==> config.mk <==
export PLATFORM = sky130hd
export DESIGN_NAME = sampqueue
export DESIGN_NICKNAME = d
export VERILOG_FILES = /design/src/rtl/sampqueue_pkg.sv /design/src/rtl/sampqueue_syncfifo.sv /design/src/rtl/sampqueue.sv
export SDC_FILE = /design/constraint.sdc
export NUM_CORES = 1
export LEC_CHECK = 0
export BUFFER_PORTS_ARGS = -buffer_cell sky130_fd_sc_hd__buf_2
export CORE_MARGIN = 3
export CORE_UTILIZATION = 30
export DETAILED_ROUTE_END_ITERATION = 10
export GPL_TIMING_DRIVEN = 0
export PLACE_DENSITY = 0.44
export SYNTH_ARGS = -nofsm -noshare
export SYNTH_HDL_FRONTEND = slang
export SYNTH_SLANG_ARGS = --single-unit
==> constraint.sdc <==
create_clock -name clk -period 16.25 [get_ports clk]
set_input_delay 1.625 -clock clk [delete_from_list [all_inputs] [get_ports clk]]
set_output_delay 1.625 -clock clk [all_outputs]
set_load 0.02 [all_outputs]
==> src/rtl/sampqueue_pkg.sv <==
// sampqueue_pkg
// Shared types and constants for the sample queue / byte serializer.
//   ser_state_e : serializer state encoding (idle / shifting a sample out)
//   DROP_SAT    : value at which the dropped-sample counter stops counting
//   idxWidth()  : width of a byte index for a given byte count (min 1 bit)
package sampqueue_pkg;

   typedef enum logic {
      SER_IDLE  = 1'b0,
      SER_SHIFT = 1'b1
   } ser_state_e;

   localparam logic [7:0] DROP_SAT = 8'hFF;

   // A single-byte sample still needs a 1-bit index register.
   function automatic int idxWidth(input int nBytes);
      return (nBytes > 1) ? $clog2(nBytes) : 1;
   endfunction

endpackage

==> src/rtl/sampqueue_syncfifo.sv <==
// sampqueue_syncfifo
// Single-clock FIFO with RAM-style storage. Pointers carry one extra bit so
// full and empty can be told apart when the low bits match.
// The caller is responsible for not pushing when full (unless also popping)
// and for not popping when empty.
// Ports:
//   clk, rst_n   : clock, asynchronous active-low reset (pointers only)
//   push_i       : write push_data_i at the write pointer
//   push_data_i  : entry to store
//   pop_i        : advance the read pointer
//   pop_data_o   : entry at the read pointer (valid when not empty)
//   level_o      : number of entries held
//   full_o       : all 2**DEPTH_LOG2 slots occupied
//   empty_o      : no entries held
module sampqueue_syncfifo #(
   parameter int WIDTH      = 72,
   parameter int DEPTH_LOG2 = 4
) (
   input  logic                  clk,
   input  logic                  rst_n,
   input  logic                  push_i,
   input  logic [WIDTH-1:0]      push_data_i,
   input  logic                  pop_i,
   output logic [WIDTH-1:0]      pop_data_o,
   output logic [DEPTH_LOG2:0]   level_o,
   output logic                  full_o,
   output logic                  empty_o
);

   localparam int DEPTH = 2**DEPTH_LOG2;
   localparam logic [DEPTH_LOG2:0] PTR_ONE = {{DEPTH_LOG2{1'b0}}, 1'b1};

   logic [WIDTH-1:0]    mem_q [DEPTH];
   logic [DEPTH_LOG2:0] wptr_q, wptr_d;
   logic [DEPTH_LOG2:0] rptr_q, rptr_d;

   // Storage has no reset so it maps onto a plain RAM. When full, a
   // simultaneous push and pop hit the same slot; the read side sees the
   // old contents because the write lands at the clock edge.
   always_ff @(posedge clk) begin
      if (push_i) begin
         mem_q[wptr_q[DEPTH_LOG2-1:0]] <= push_data_i;
      end
   end

   // Pointer advance.
   always_comb begin
      wptr_d = wptr_q;
      rptr_d = rptr_q;
      if (push_i) begin
         wptr_d = wptr_q + PTR_ONE;
      end
      if (pop_i) begin
         rptr_d = rptr_q + PTR_ONE;
      end
   end

   // Pointer registers.
   always_ff @(posedge clk or negedge rst_n) begin
      if (!rst_n) begin
         wptr_q <= '0;
         rptr_q <= '0;
      end else begin
         wptr_q <= wptr_d;
         rptr_q <= rptr_d;
      end
   end

   // Status: MSBs differing with equal low bits means the writer lapped the reader.
   assign pop_data_o = mem_q[rptr_q[DEPTH_LOG2-1:0]];
   assign level_o    = wptr_q - rptr_q;
   assign empty_o    = (wptr_q == rptr_q);
   assign full_o     = (wptr_q[DEPTH_LOG2] != rptr_q[DEPTH_LOG2]) &&
                       (wptr_q[DEPTH_LOG2-1:0] == rptr_q[DEPTH_LOG2-1:0]);

endmodule

==> src/rtl/sampqueue.sv <==
// sampqueue
// Buffers sample entries from the channel block while a capture sequence is
// active and serializes each entry as a little-endian byte stream over a
// valid/ready handshake. Samples that find no room are counted as drops.
// Ports:
//   clk, rst_n    : clock, asynchronous active-low reset
//   sq_active     : capture sequence active; rising edge clears drop stats
//   sample        : sample entry, qualified by sample_avail
//   sample_avail  : one-cycle strobe marking sample valid
//   out_data      : current byte of the sample in the shifter
//   out_valid     : out_data is valid
//   out_ready     : consumer takes the byte when high with out_valid
//   level         : entries in the FIFO (not counting the shifter)
//   overflow      : sticky, at least one sample dropped
//   drop_cnt      : dropped samples, saturating at 255
module sampqueue
   import sampqueue_pkg::*;
#(
   parameter int SAMPLE_W   = 72,
   parameter int DEPTH_LOG2 = 4
) (
   input  logic                  clk,
   input  logic                  rst_n,
   input  logic                  sq_active,
   input  logic [SAMPLE_W-1:0]   sample,
   input  logic                  sample_avail,
   output logic [7:0]            out_data,
   output logic                  out_valid,
   input  logic                  out_ready,
   output logic [DEPTH_LOG2:0]   level,
   output logic                  overflow,
   output logic [7:0]            drop_cnt
);

   localparam int BYTES = SAMPLE_W / 8;
   localparam int IDX_W = idxWidth(BYTES);
   localparam logic [IDX_W-1:0] LAST_IDX = IDX_W'(BYTES - 1);
   localparam logic [IDX_W-1:0] IDX_ONE  = IDX_W'(1);

   ser_state_e          state_q, state_d;
   logic [IDX_W-1:0]    idx_q, idx_d;
   logic [SAMPLE_W-1:0] shift_q, shift_d;
   logic                active_q;
   logic                overflow_q, overflow_d;
   logic [7:0]          drop_cnt_q, drop_cnt_d;

   logic                fifoFull, fifoEmpty;
   logic [SAMPLE_W-1:0] fifoHead;
   logic                handshake, lastByte, pop, push, writeReq, drop, activeRise;
   logic [7:0]          byteLane [BYTES];

   sampqueue_syncfifo #(
      .WIDTH      (SAMPLE_W),
      .DEPTH_LOG2 (DEPTH_LOG2)
   ) u_fifo (
      .clk         (clk),
      .rst_n       (rst_n),
      .push_i      (push),
      .push_data_i (sample),
      .pop_i       (pop),
      .pop_data_o  (fifoHead),
      .level_o     (level),
      .full_o      (fifoFull),
      .empty_o     (fifoEmpty)
   );

   // Control decode. A pop happens when the shifter is free, or when its
   // last byte is being taken this cycle, so back-to-back samples have no
   // bubble. A pop in the same cycle frees a slot for an incoming sample
   // even when the FIFO is full.
   always_comb begin
      handshake  = (state_q == SER_SHIFT) && out_ready;
      lastByte   = (idx_q == LAST_IDX);
      pop        = !fifoEmpty && ((state_q == SER_IDLE) || (handshake && lastByte));
      writeReq   = sample_avail && sq_active;
      push       = writeReq && (!fifoFull || pop);
      drop       = writeReq && !push;
      activeRise = sq_active && !active_q;
   end

   // Serializer state register.
   always_ff @(posedge clk or negedge rst_n) begin
      if (!rst_n) begin
         state_q <= SER_IDLE;
      end else begin
         state_q <= state_d;
      end
   end

   // Serializer next state: stay in SHIFT while entries keep arriving at the
   // head; fall back to IDLE only when the last byte leaves with nothing queued.
   always_comb begin
      state_d = state_q;
      case (state_q)
         SER_IDLE: begin
            if (pop) begin
               state_d = SER_SHIFT;
            end
         end
         SER_SHIFT: begin
            if (handshake && lastByte && !pop) begin
               state_d = SER_IDLE;
            end
         end
         default: state_d = SER_IDLE;
      endcase
   end

   // Shifter and byte index. Loading a new sample always restarts at byte 0.
   always_comb begin
      shift_d = shift_q;
      idx_d   = idx_q;
      if (pop) begin
         shift_d = fifoHead;
         idx_d   = '0;
      end else if (handshake) begin
         idx_d = lastByte ? '0 : (idx_q + IDX_ONE);
      end
   end

   // Drop accounting. The rising-edge clear takes priority over a drop in
   // the same cycle, so that drop is not recorded.
   always_comb begin
      overflow_d = overflow_q;
      drop_cnt_d = drop_cnt_q;
      if (activeRise) begin
         overflow_d = 1'b0;
         drop_cnt_d = '0;
      end else if (drop) begin
         overflow_d = 1'b1;
         if (drop_cnt_q != DROP_SAT) begin
            drop_cnt_d = drop_cnt_q + 8'd1;
         end
      end
   end

   // Datapath and status registers.
   always_ff @(posedge clk or negedge rst_n) begin
      if (!rst_n) begin
         shift_q    <= '0;
         idx_q      <= '0;
         active_q   <= 1'b0;
         overflow_q <= 1'b0;
         drop_cnt_q <= '0;
      end else begin
         shift_q    <= shift_d;
         idx_q      <= idx_d;
         active_q   <= sq_active;
         overflow_q <= overflow_d;
         drop_cnt_q <= drop_cnt_d;
      end
   end

   // Byte lanes of the shifter, byte 0 being the least significant.
   always_comb begin
      for (int b = 0; b < BYTES; b++) begin
         byteLane[b] = shift_q[8*b +: 8];
      end
   end

   // Outputs: data is forced to zero outside SHIFT so idle looks like reset.
   always_comb begin
      out_valid = (state_q == SER_SHIFT);
      out_data  = (state_q == SER_SHIFT) ? byteLane[idx_q] : 8'h00;
   end

   assign overflow = overflow_q;
   assign drop_cnt = drop_cnt_q;

endmodule

==> flow_metrics.py, run 1 <==
metrics = {
    "logic_synthesis": {
        "ys.flop_type": "edfxtp_1",
        "netlist-cell-type-count": 54,
        "seq_area_frac_synth": 0.774,
        "synth_nets": 2564,
        "ys_ff_latch": 1249,
        "synth_edf_count": 1152,
        "yosysWarningCount": 0,
        "syn-mean-instance-area_sq_um": 19.3,
        "synthesis.area_sq_mm": 0.0478,
        "async_flop_share": 0.0777,
        "synth_cells": 2474,
    },
    "clocking": {
        "cts_htree_levels": 4,
        "cts_hold_buffers": 0,
        "cts_tree": "done",
        "cts_setup_buffers": 0,
        "root_buffer": "clkbuf_16",
        "clock-sinks": 1249,
        "clock_latency_ns": 0.76,
        "cts_resized": 0,
        "numCtsBuffers": 132,
        "clock_path_buffers": 3,
        "clkTransAtPathRegs_ns": 0.06,
    },
    "grt": {
        "grt_pass1_vias": 25850,
        "grt_use_total": 0.154,
        "antenna_found_initial": 24,
        "use_met1": 0.202,
        "use_met2": 0.253,
        "busiest_layer": "met2",
        "grt_overflow": 0,
        "grt_pass1_wl_microns": 183000,
        "grtUsageMet3": 0.0345,
        "grt_max_degree": 86,
    },
    "power_and_ir_drop": {
        "swShare": 0.310,
        "p_comb_frac": 0.261,
        "max-vdd-ir-drop_v": 0.000105,
        "p_switching_mw": 2.87,
        "power.share.clock": 0.317,
        "p_int_mw": 6.39,
        "p_leak_nw": 18.7,
        "power_mw": 9.26,
        "power_frac_seq": 0.422,
        "p_per_area_mw_per_mm2": 164,
    },
    "outcome": {
        "violations": "max-capacitance violations",
        "status": "finished with violations",
    },
    "die": {
        "rows": 145,
        "die_h_microns": 405,
        "die_w_microns": 405,
        "core_area_sq_mm": 0.157,
        "die-area_sq_mm": 0.164,
        "start_util": 0.304,
        "ios": 100,
    },
    "critical_path": {
        "critical_path_class": "flip-flop to output port",
        "crit_path_cell_trace": "buf_2 -> buf_2 -> buf_2 -> inv_1 -> ha_1 -> a21o_1 -> a21oi_1 -> xor2_1 -> buf_2",
        "cp.required_ns": 14.62,
        "timing.reg2reg.setup_slack_ns": 11.56,
        "cp_max_fo": 10,
        "arrival_ns": 3.91,
        "crit_slowest_cell": "xor2_1",
        "cp_slowest_stage_delay_ns": 0.58,
        "cp_top_family": "buffers and inverters",
        "path_buf_inv": 5,
        "end_kind": "output port",
        "cp_common_cell": "buf_2",
        "start_kind": "flip-flop",
    },
    "timing": {
        "period_share": 0.341,
        "tightest_slew_ns": 1.49,
        "hold_slack_ns": 0.490,
        "rsz0062_at_grt": "no",
        "setup_viol": 0,
        "finalWorstPathRequiredPeriod_ns": 5.54,
        "slew_viol_final": 0,
        "max-slew-margin-rel": 0.00455,
        "hold_viol": 0,
        "finClkSkew_ns": 0.0260,
        "setup_tns_ns": 0,
        "fmaxAchievable_mhz": 181,
    },
    "cells_and_area": {
        "layout.cells.non_filler": 4952,
        "layout_commonest_cell": "edfxtp_1",
        "drive_gt1_frac": 0.211,
        "mostFrequentLayoutCells": "1152 x edfxtp_1, 309 x mux2i_1, 171 x buf_2",
        "fin_nets": 2872,
        "synthToLayoutAreaGrowth_pct": 18.1,
        "nFillCells": 14451,
    },
    "detailed_routing": {
        "finalWirelength_microns": 126000,
        "vias_per_cell": 4.94,
        "drcViolationCount": 0,
        "detail-route-antenna-nets": 0,
        "routedWlPerCell_microns": 25.4,
        "vias": 24466,
        "drtIter0Drc": 1828,
        "firstDrtPassIters": 5,
    },
    "placed_design": {
        "dpl.cell_count": 4706,
        "numPortBuffers": 99,
        "hpwlAfterDp_microns": 87300,
        "gp_congestion": 0.786,
    },
    "flow_run": {
        "max-cap-violations": 1,
    },
    "hold_path": {
        "holdCritPathClass": "flip-flop to flip-flop",
    },
}
-- flip-flops by register name (all words and copies together) (netlist names) --
signal and count:
u_fifo.mem_q 1152, overflow 1, u_fifo.rptr_q 5, out_valid 1, drop_cnt 8, active_q 1, shift_q 72, idx_q 4
u_fifo.wptr_q 5
-- cells by family after synthesis --
logic type / Yosys count / share of synthesized area
AND/OR/NAND/NOR: 250 / 0.0227
flip-flops: 1249 / 0.774
AO/OA/AOI/OAI: 333 / 0.0464
adder cells (fa/ha/maj): 13 / 0.00356
XOR/XNOR: 12 / 0.00235
buffers and inverters: 155 / 0.0145
multiplexers: 462 / 0.136
-- cell type report --
type | count | area [sq um] | share of cell area
flip-flops and latches | 1249 | 37000 | 0.655
multi-input cells | 1070 | 10200 | 0.181
clock buffers | 172 | 3560 | 0.0630
well taps | 2058 | 2570 | 0.0456
repair buffers | 174 | 1780 | 0.0314
clock inverters | 68 | 642 | 0.0114
plain buffers | 141 | 639 | 0.0113
inverters | 14 | 55.1 | 0.000974
diodes | 6 | 15.0 | 0.000266
-- final timing paths --
| kind | from | endpoint | depth (start not counted) |
|---|---|---|---|
| worst min register to register | overflow | overflow | 1 |
| max in group asynchronous | rst_n | shift_q[57] | 2 |
| worst min-delay path | overflow | overflow | 1 |
| worst max register to register | u_fifo.rptr_q[2] | u_fifo.mem_q[3][54] | 12 |
| worst max-delay path | u_fifo.rptr_q[2] | level[4] | 9 |
| min in group asynchronous | rst_n | shift_q[8] | 1 |
-- power groups by stage --
stage	registers, mW	clock network, mW	logic, mW
2_1_floorplan	3.92	0	1.52
3_3_place_gp	4.01	0	2.36
3_5_place_dp	3.97	0	2.45
4_1_cts	3.91	3.02	2.46
5_1_grt	3.93	3.15	2.59
6_report	3.91	2.94	2.42
-- layer usage --
layer  vias to the layer above  wire [microns]  share of wire
met5                         -             110        0.00087
met4                        16            3340          0.027
met3                       215            7000          0.056
met2                       657           61000           0.48
met1                     12832           54500           0.43
li1                      10746               -              -
-- cells in the mapped netlist (12+ instances only) --
master,instances,area share
a211oi_1,71,0.011
a31oi_1,75,0.0098
buf_2,73,0.0076
clkbuf_1,60,0.0047
dfrtp_1,97,0.051
edfxtp_1,1152,0.72
ha_1,12,0.0031
inv_1,14,0.0011
mux2i_1,309,0.065
mux4_2,152,0.072
nand2_1,109,0.0086
nor2_1,95,0.0075
o22ai_1,144,0.019
-- metrics by stage --
stage / cell area [sq um] / utilization / setup WS (ns)
after floorplan: 47800 / - / 8.29
after global placement: 50900 / 0.324 / 2.01
after detailed placement: 52300 / 0.332 / 11.61
after CTS: 56500 / 0.359 / 10.76
after global routing: 56500 / 0.359 / 10.55
final: 56500 / 0.359 / 10.71
(Power assumes the default switching activity.)
==> run 2, diff against run 1 <==
PLACE_DENSITY = 0.46   (was 0.44)
clock period = 5 ns   (was 16.25 ns; I/O delays follow)
==> flow_metrics.py, run 2 (synthesized netlist as in run 1, its figures left out) <==
metrics = {
    "die": {
        "die-area_sq_mm": 0.164,
        "die_h_microns": 405,
        "core_area_sq_mm": 0.157,
        "ios": 100,
        "die_w_microns": 405,
        "rows": 145,
        "start_util": 0.304,
    },
    "clocking": {
        "cts_resized": 0,
        "root_buffer": "clkbuf_16",
        "cts_tree": "done",
        "clock_latency_ns": 0.76,
        "numCtsBuffers": 134,
        "clock-sinks": 1249,
        "clkTransAtPathRegs_ns": 0.06,
        "cts_htree_levels": 4,
        "clock_path_buffers": 3,
    },
    "power_and_ir_drop": {
        "max-vdd-ir-drop_v": 0.000294,
        "p_leak_nw": 18.8,
        "p_per_area_mw_per_mm2": 536,
    },
    "critical_path": {
        "cp-startpoint": "u_fifo.rptr_q[2]",
        "critPathCapture": "u_fifo.mem_q[3][10]",
        "cp.required_ns": 5.44,
        "start_kind": "flip-flop",
        "reg2reg_to": "u_fifo.mem_q[3][10]",
        "timing.reg2reg.setup_slack_ns": 0.25,
        "worst_r2r_path_depth": 12,
        "critical_path_class": "flip-flop to flip-flop",
        "r2r-start": "u_fifo.rptr_q[2]",
        "cp_max_fo": 14,
        "end_kind": "flip-flop",
        "arrival_ns": 5.20,
    },
    "timing": {
        "finClkSkew_ns": 0.0354,
        "slew_viol_final": 0,
        "max-slew-margin-rel": 0.0367,
        "setup_viol": 0,
        "setup_slack_ns": 0.246,
        "setup_tns_ns": 0,
        "rsz0062_at_grt": "no",
        "hold_viol": 0,
        "fmaxAchievable_mhz": 210,
        "period_share": 0.951,
        "tightest_slew_ns": 1.44,
        "finalWorstPathRequiredPeriod_ns": 4.75,
    },
    "hold_path": {
        "holdCritPathClass": "input port to flip-flop",
    },
    "grt": {
        "grt_max_degree": 86,
        "antenna_found_initial": 25,
        "grt_use_total": 0.152,
        "grt_overflow": 0,
        "grt_pass1_vias": 25703,
        "grt_pass1_wl_microns": 181000,
    },
    "detailed_routing": {
        "detail-route-antenna-nets": 0,
        "drcViolationCount": 0,
        "firstDrtPassIters": 5,
        "vias_per_cell": 4.91,
        "vias": 24252,
        "finalWirelength_microns": 124000,
        "routedWlPerCell_microns": 25.2,
        "drtIter0Drc": 1553,
    },
    "placed_design": {
        "dpl.cell_count": 4689,
        "post-place-ws_ns": 0.166,
        "gp_congestion": 0.802,
        "numPortBuffers": 99,
        "hpwlAfterDp_microns": 85500,
        "placed_area_sq_mm": 0.0523,
    },
    "cells_and_area": {
        "largest_register_ffs": 1152,
        "synthToLayoutAreaGrowth_pct": 18.8,
        "mostFrequentLayoutCells": "1152 x edfxtp_1, 309 x mux2i_1, 171 x buf_2",
        "drive_gt1_frac": 0.214,
        "nFillCells": 14379,
        "layout.cells.non_filler": 4943,
        "final_area_sq_mm": 0.0568,
        "layout_commonest_cell": "edfxtp_1",
        "fin_nets": 2860,
        "final_util": 0.361,
    },
    "outcome": {
        "status": "complete, no violations",
    },
    "flow_run": {
        "max-cap-violations": 0,
    },
}
-- run 2: cell types whose count changed in the layout (fill, tap and decap cells not counted), sizes merged --
cell	previous run	this run
inv	21	23
diode	6	7
dlygate4sd3	0	2
bufinv	10	13
clkinvlp	3	5
clkinv	48	43
buf	255	239
clkbuf	232	234
-- run 2: cell type report --
type | instances | area [sq um] | area share
clock inverter | 70 | 747 | 0.0132
clock buffer | 174 | 3700 | 0.0651
antenna | 7 | 17.5 | 0.000308
inverter | 14 | 55.1 | 0.000969
timing repair buffer | 160 | 1800 | 0.0317
buffer | 141 | 639 | 0.0113
tap | 2058 | 2570 | 0.0453
multi-input combinational | 1070 | 10200 | 0.180
sequential | 1249 | 37000 | 0.652
-- run 2: worst min-delay path by stage --
| stage | startpoint | end | slack, ns | depth (start not counted) |
|---|---|---|---|---|
| 2_1_floorplan | rst_n | active_q | 0.20 | 0 |
| 6_report | sample[49] | u_fifo.mem_q[5][49] | 0.12 | 1 |
| 5_1_grt | sample[29] | u_fifo.mem_q[3][29] | 0.09 | 1 |
| 4_1_cts | sample[29] | u_fifo.mem_q[6][29] | 0.04 | 1 |
| 3_3_place_gp | overflow | overflow | 0.48 | 1 |
| 3_5_place_dp | rst_n | shift_q[6] | 0.36 | 1 |
-- run 2: power by group --
part / switching, mW / internal (mW) / leakage, nW
Combinational: 4.84 / 2.99 / 5.09
Sequential: 0.442 / 12.2 / 11.5
Clock: 4.02 / 5.91 / 2.18
-- run 2: per-layer routing --
| metal | vias up | GRT usage | part of all wire |
|---|---|---|---|
| met5 | - | 0 | 0.0011 |
| met4 | 22 | 0.0502 | 0.026 |
| met3 | 205 | 0.0361 | 0.059 |
| met2 | 589 | 0.249 | 0.48 |
| met1 | 12714 | 0.199 | 0.43 |
| li1 | 10722 | - | - |
-- run 2: critical path: stages (launching register included) --
cell and delay [ns]:
dfrtp_1 0.32, buf_2 0.30, buf_2 0.47, buf_2 0.38, inv_1 0.10, ha_1 0.38, and4_1 0.29, a41oi_2 0.46
nand2_1 0.34, nor3_4 0.77, buf_16 0.25, buf_16 0.17, buf_16 0.17
-- run 2: per-stage QoR --
stage,total power [mW],hold WS [ns]
3_5_place_dp,20.9,0.357
2_1_floorplan,17.7,0.204
5_1_grt,31.8,0.0923
3_3_place_gp,20.7,0.481
6_report,30.4,0.121
4_1_cts,30.9,0.0446
-- run 2: repair_timing --
action | 4_1_cts | 5_1_grt
setup buffers | 0 | 1
hold buffers | 2 | 0
endpoints found under the setup margin | 0 | 27
endpoints found under the hold margin | 98 | 0
==> run 3, diff against run 2 <==
SYNTH_HIERARCHICAL = 1   (was default)
==> flow_metrics.py, run 3 <==
metrics = {
    "logic_synthesis": {
        "netlist_top_cells_area": "edfxtp_1 73%, mux4_2 14%, dfrtp_1 5.1%",
        "syn-mean-instance-area_sq_um": 22.3,
        "netlist-cell-type-count": 49,
        "synth_cells": 2140,
        "synth_edf_count": 1152,
        "synth_most_common_cell": "edfxtp_1",
        "seq_area_frac_synth": 0.776,
        "ys.flop_type": "edfxtp_1",
        "synthesis.area_sq_mm": 0.0477,
        "synthTopCellsByCount": "1152 x edfxtp_1, 296 x mux4_2, 151 x a22oi_1, 106 x nand2_1, 97 x dfrtp_1",
        "yosysTopAreaCell": "edfxtp_1",
        "synth_nets": 2230,
        "yosysWarningCount": 6,
        "ys_ff_latch": 1249,
        "async_flop_share": 0.0777,
        "netlist.area_leader.share": 0.725,
    },
    "detailed_routing": {
        "drtIter0Drc": 2041,
        "firstDrtPassIters": 5,
        "vias_per_cell": 5.00,
        "detail-route-antenna-nets": 0,
        "wirelength_met1_microns": 57600,
        "routedWlPerCell_microns": 27.7,
        "wl_met2_microns": 61700,
        "maxUsedRoutingLayer": "met5",
        "vias": 23312,
        "drcViolationCount": 0,
        "wl_met3_microns": 6780,
        "finalWirelength_microns": 129000,
    },
    "critical_path": {
        "end_kind": "flip-flop",
        "arrival_ns": 5.21,
        "cp.required_ns": 5.45,
        "start_kind": "flip-flop",
        "cp_slowest_stage_delay_ns": 0.40,
        "cp_max_fo": 19,
        "crit_path_cell_trace": "clkbuf_4 -> buf_6 -> inv_1 -> ha_1 -> nand4_1 -> nor2_1 -> buf_2 -> a21oi_1 -> buf_4 -> nand2b_1 -> and3_1 -> clkbuf_1 -> nand2_2 -> nor3_4 -> buf_12 -> buf_16 -> buf_8",
        "crit_slowest_cell": "dfrtp_1",
        "critical_path_class": "flip-flop to flip-flop",
    },
    "timing": {
        "hold_slack_ns": 0.107,
        "setup_viol": 0,
        "tightest_slew_ns": 1.17,
        "max-slew-margin-rel": 0.220,
        "setup_tns_ns": 0,
        "slew_viol_final": 0,
        "finalWorstPathRequiredPeriod_ns": 4.76,
        "rsz0062_at_grt": "no",
        "setup_slack_ns": 0.242,
        "hold_viol": 0,
        "finClkSkew_ns": 0.0294,
        "period_share": 0.952,
        "fmaxAchievable_mhz": 210,
    },
    "placed_design": {
        "gp_congestion": 0.783,
        "dpl.cell_count": 4366,
        "placed_area_sq_mm": 0.0524,
        "hpwlAfterDp_microns": 84800,
        "numPortBuffers": 99,
        "post-place-ws_ns": -1.15,
    },
    "cells_and_area": {
        "synthToLayoutAreaGrowth_pct": 19.4,
        "layout_commonest_cell": "edfxtp_1",
        "largest_register_ffs": 1152,
        "mostFrequentLayoutCells": "1152 x edfxtp_1, 296 x mux4_2, 151 x a22oi_1",
        "layout.cells.non_filler": 4660,
        "nFillCells": 14361,
        "fin_nets": 2582,
        "drive_gt1_frac": 0.319,
        "final_area_sq_mm": 0.0569,
        "final_util": 0.362,
    },
    "power_and_ir_drop": {
        "max-vdd-ir-drop_v": 0.000395,
        "p_leak_nw": 18.3,
        "power_mw": 29.9,
        "p_per_area_mw_per_mm2": 524,
    },
    "die": {
        "die_h_microns": 405,
        "die_w_microns": 405,
        "core_area_sq_mm": 0.157,
        "ios": 100,
        "die-area_sq_mm": 0.164,
        "rows": 145,
        "start_util": 0.304,
    },
    "clocking": {
        "root_buffer": "clkbuf_16",
        "clock_latency_ns": 0.77,
        "clock-sinks": 1249,
        "numCtsBuffers": 135,
        "clkTransAtPathRegs_ns": 0.06,
        "cts_htree_levels": 4,
        "cts_tree": "done",
        "clock_path_buffers": 3,
    },
    "grt": {
        "antenna_found_initial": 25,
        "grt_overflow": 0,
        "grt_pass1_wl_microns": 184000,
        "grt_use_total": 0.158,
        "grt_max_degree": 71,
        "grt_pass1_vias": 24610,
    },
    "outcome": {
        "status": "complete, no violations",
    },
    "flow_run": {
        "max-cap-violations": 0,
    },
    "hold_path": {
        "holdCritPathClass": "input port to flip-flop",
    },
}
-- run 3: cell count changes after synthesis, sizes merged, moves of 4 or more --
cell    delta
clkbuf     +7
mux4     +145
o22ai    -144
a22oi    +143
a31oi     -75
nor2      -75
a21oi      +4
mux2i    -294
mux2      +72
buf       -32
a211oi    -71
-- run 3: critical path, delay by kind of cell (launching register included) --
kind	cells	cell delay (ns)
buffers and inverters	9	2.32
AND/OR/NAND/NOR	6	1.12
flip-flops	1	0.40
adder cells (fa/ha/maj)	1	0.33
AO/OA/AOI/OAI	1	0.19
-- run 3: layout make-up --
class / instances / area [sq um] / share of cell area
buffer: 115 / 584 / 0.0103
timing repair buffer: 214 / 2410 / 0.0424
sequential: 1249 / 37000 / 0.650
clock buffer: 182 / 3600 / 0.0631
antenna: 3 / 7.51 / 0.000132
tap: 2058 / 2570 / 0.0452
inverter: 13 / 48.8 / 0.000857
multi-input combinational: 764 / 10200 / 0.180
clock inverter: 62 / 482 / 0.00846
-- run 3: report_power, final --
| part | switching (mW) | total [mW] | leakage, nW | internal [mW] |
|---|---|---|---|---|
| registers | 0.312 | 12.5 | 11.6 | 12.2 |
| logic | 4.68 | 8.07 | 4.77 | 3.39 |
| clock network | 4.07 | 9.27 | 1.97 | 5.20 |
| total | 9.06 | 29.9 | 18.3 | 20.8 |
-- run 3: what timing repair did --
item                       4_1_cts  5_1_grt
setup endpoints to repair     1153      594
hold endpoints to repair        29        0
pin swaps                       16        0
cloned                           2        0
setup buffers                   43        0
gates resized for setup          2        4
hold buffers                     3        0
-- run 3: per-layer routing --
metal,global-route usage,vias up
met5,0,-
met4,0.0397,4
met3,0.0306,201
met2,0.255,666
met1,0.222,12690
li1,-,9751
-- run 3: kinds of logic after synthesis --
kind of cell / synth area share
DFF: 0.776
adders and majority gates: 0.00357
buffers and inverters: 0.0132
and+or+nand+nor: 0.0147
xor gates and xnor gates: 0.00220
muxes: 0.161
AOI/OAI and AO/OA: 0.0295
-- run 3: worst paths after layout --
path                                  start             endpoint  slack [ns]  cells past startpoint
max                        u_fifo/rptr_q[1]  u_fifo/mem_q[2][38]        0.24                     17
min                              sample[49]  u_fifo/mem_q[4][49]        0.11                      1
max reg2reg                u_fifo/rptr_q[1]  u_fifo/mem_q[2][38]        0.24                     17
min reg2reg                u_fifo/wptr_q[4]     u_fifo/wptr_q[4]        0.49                      1
max in group asynchronous             rst_n          shift_q[29]        4.03                      3
min in group asynchronous             rst_n          drop_cnt[5]        0.24                      2
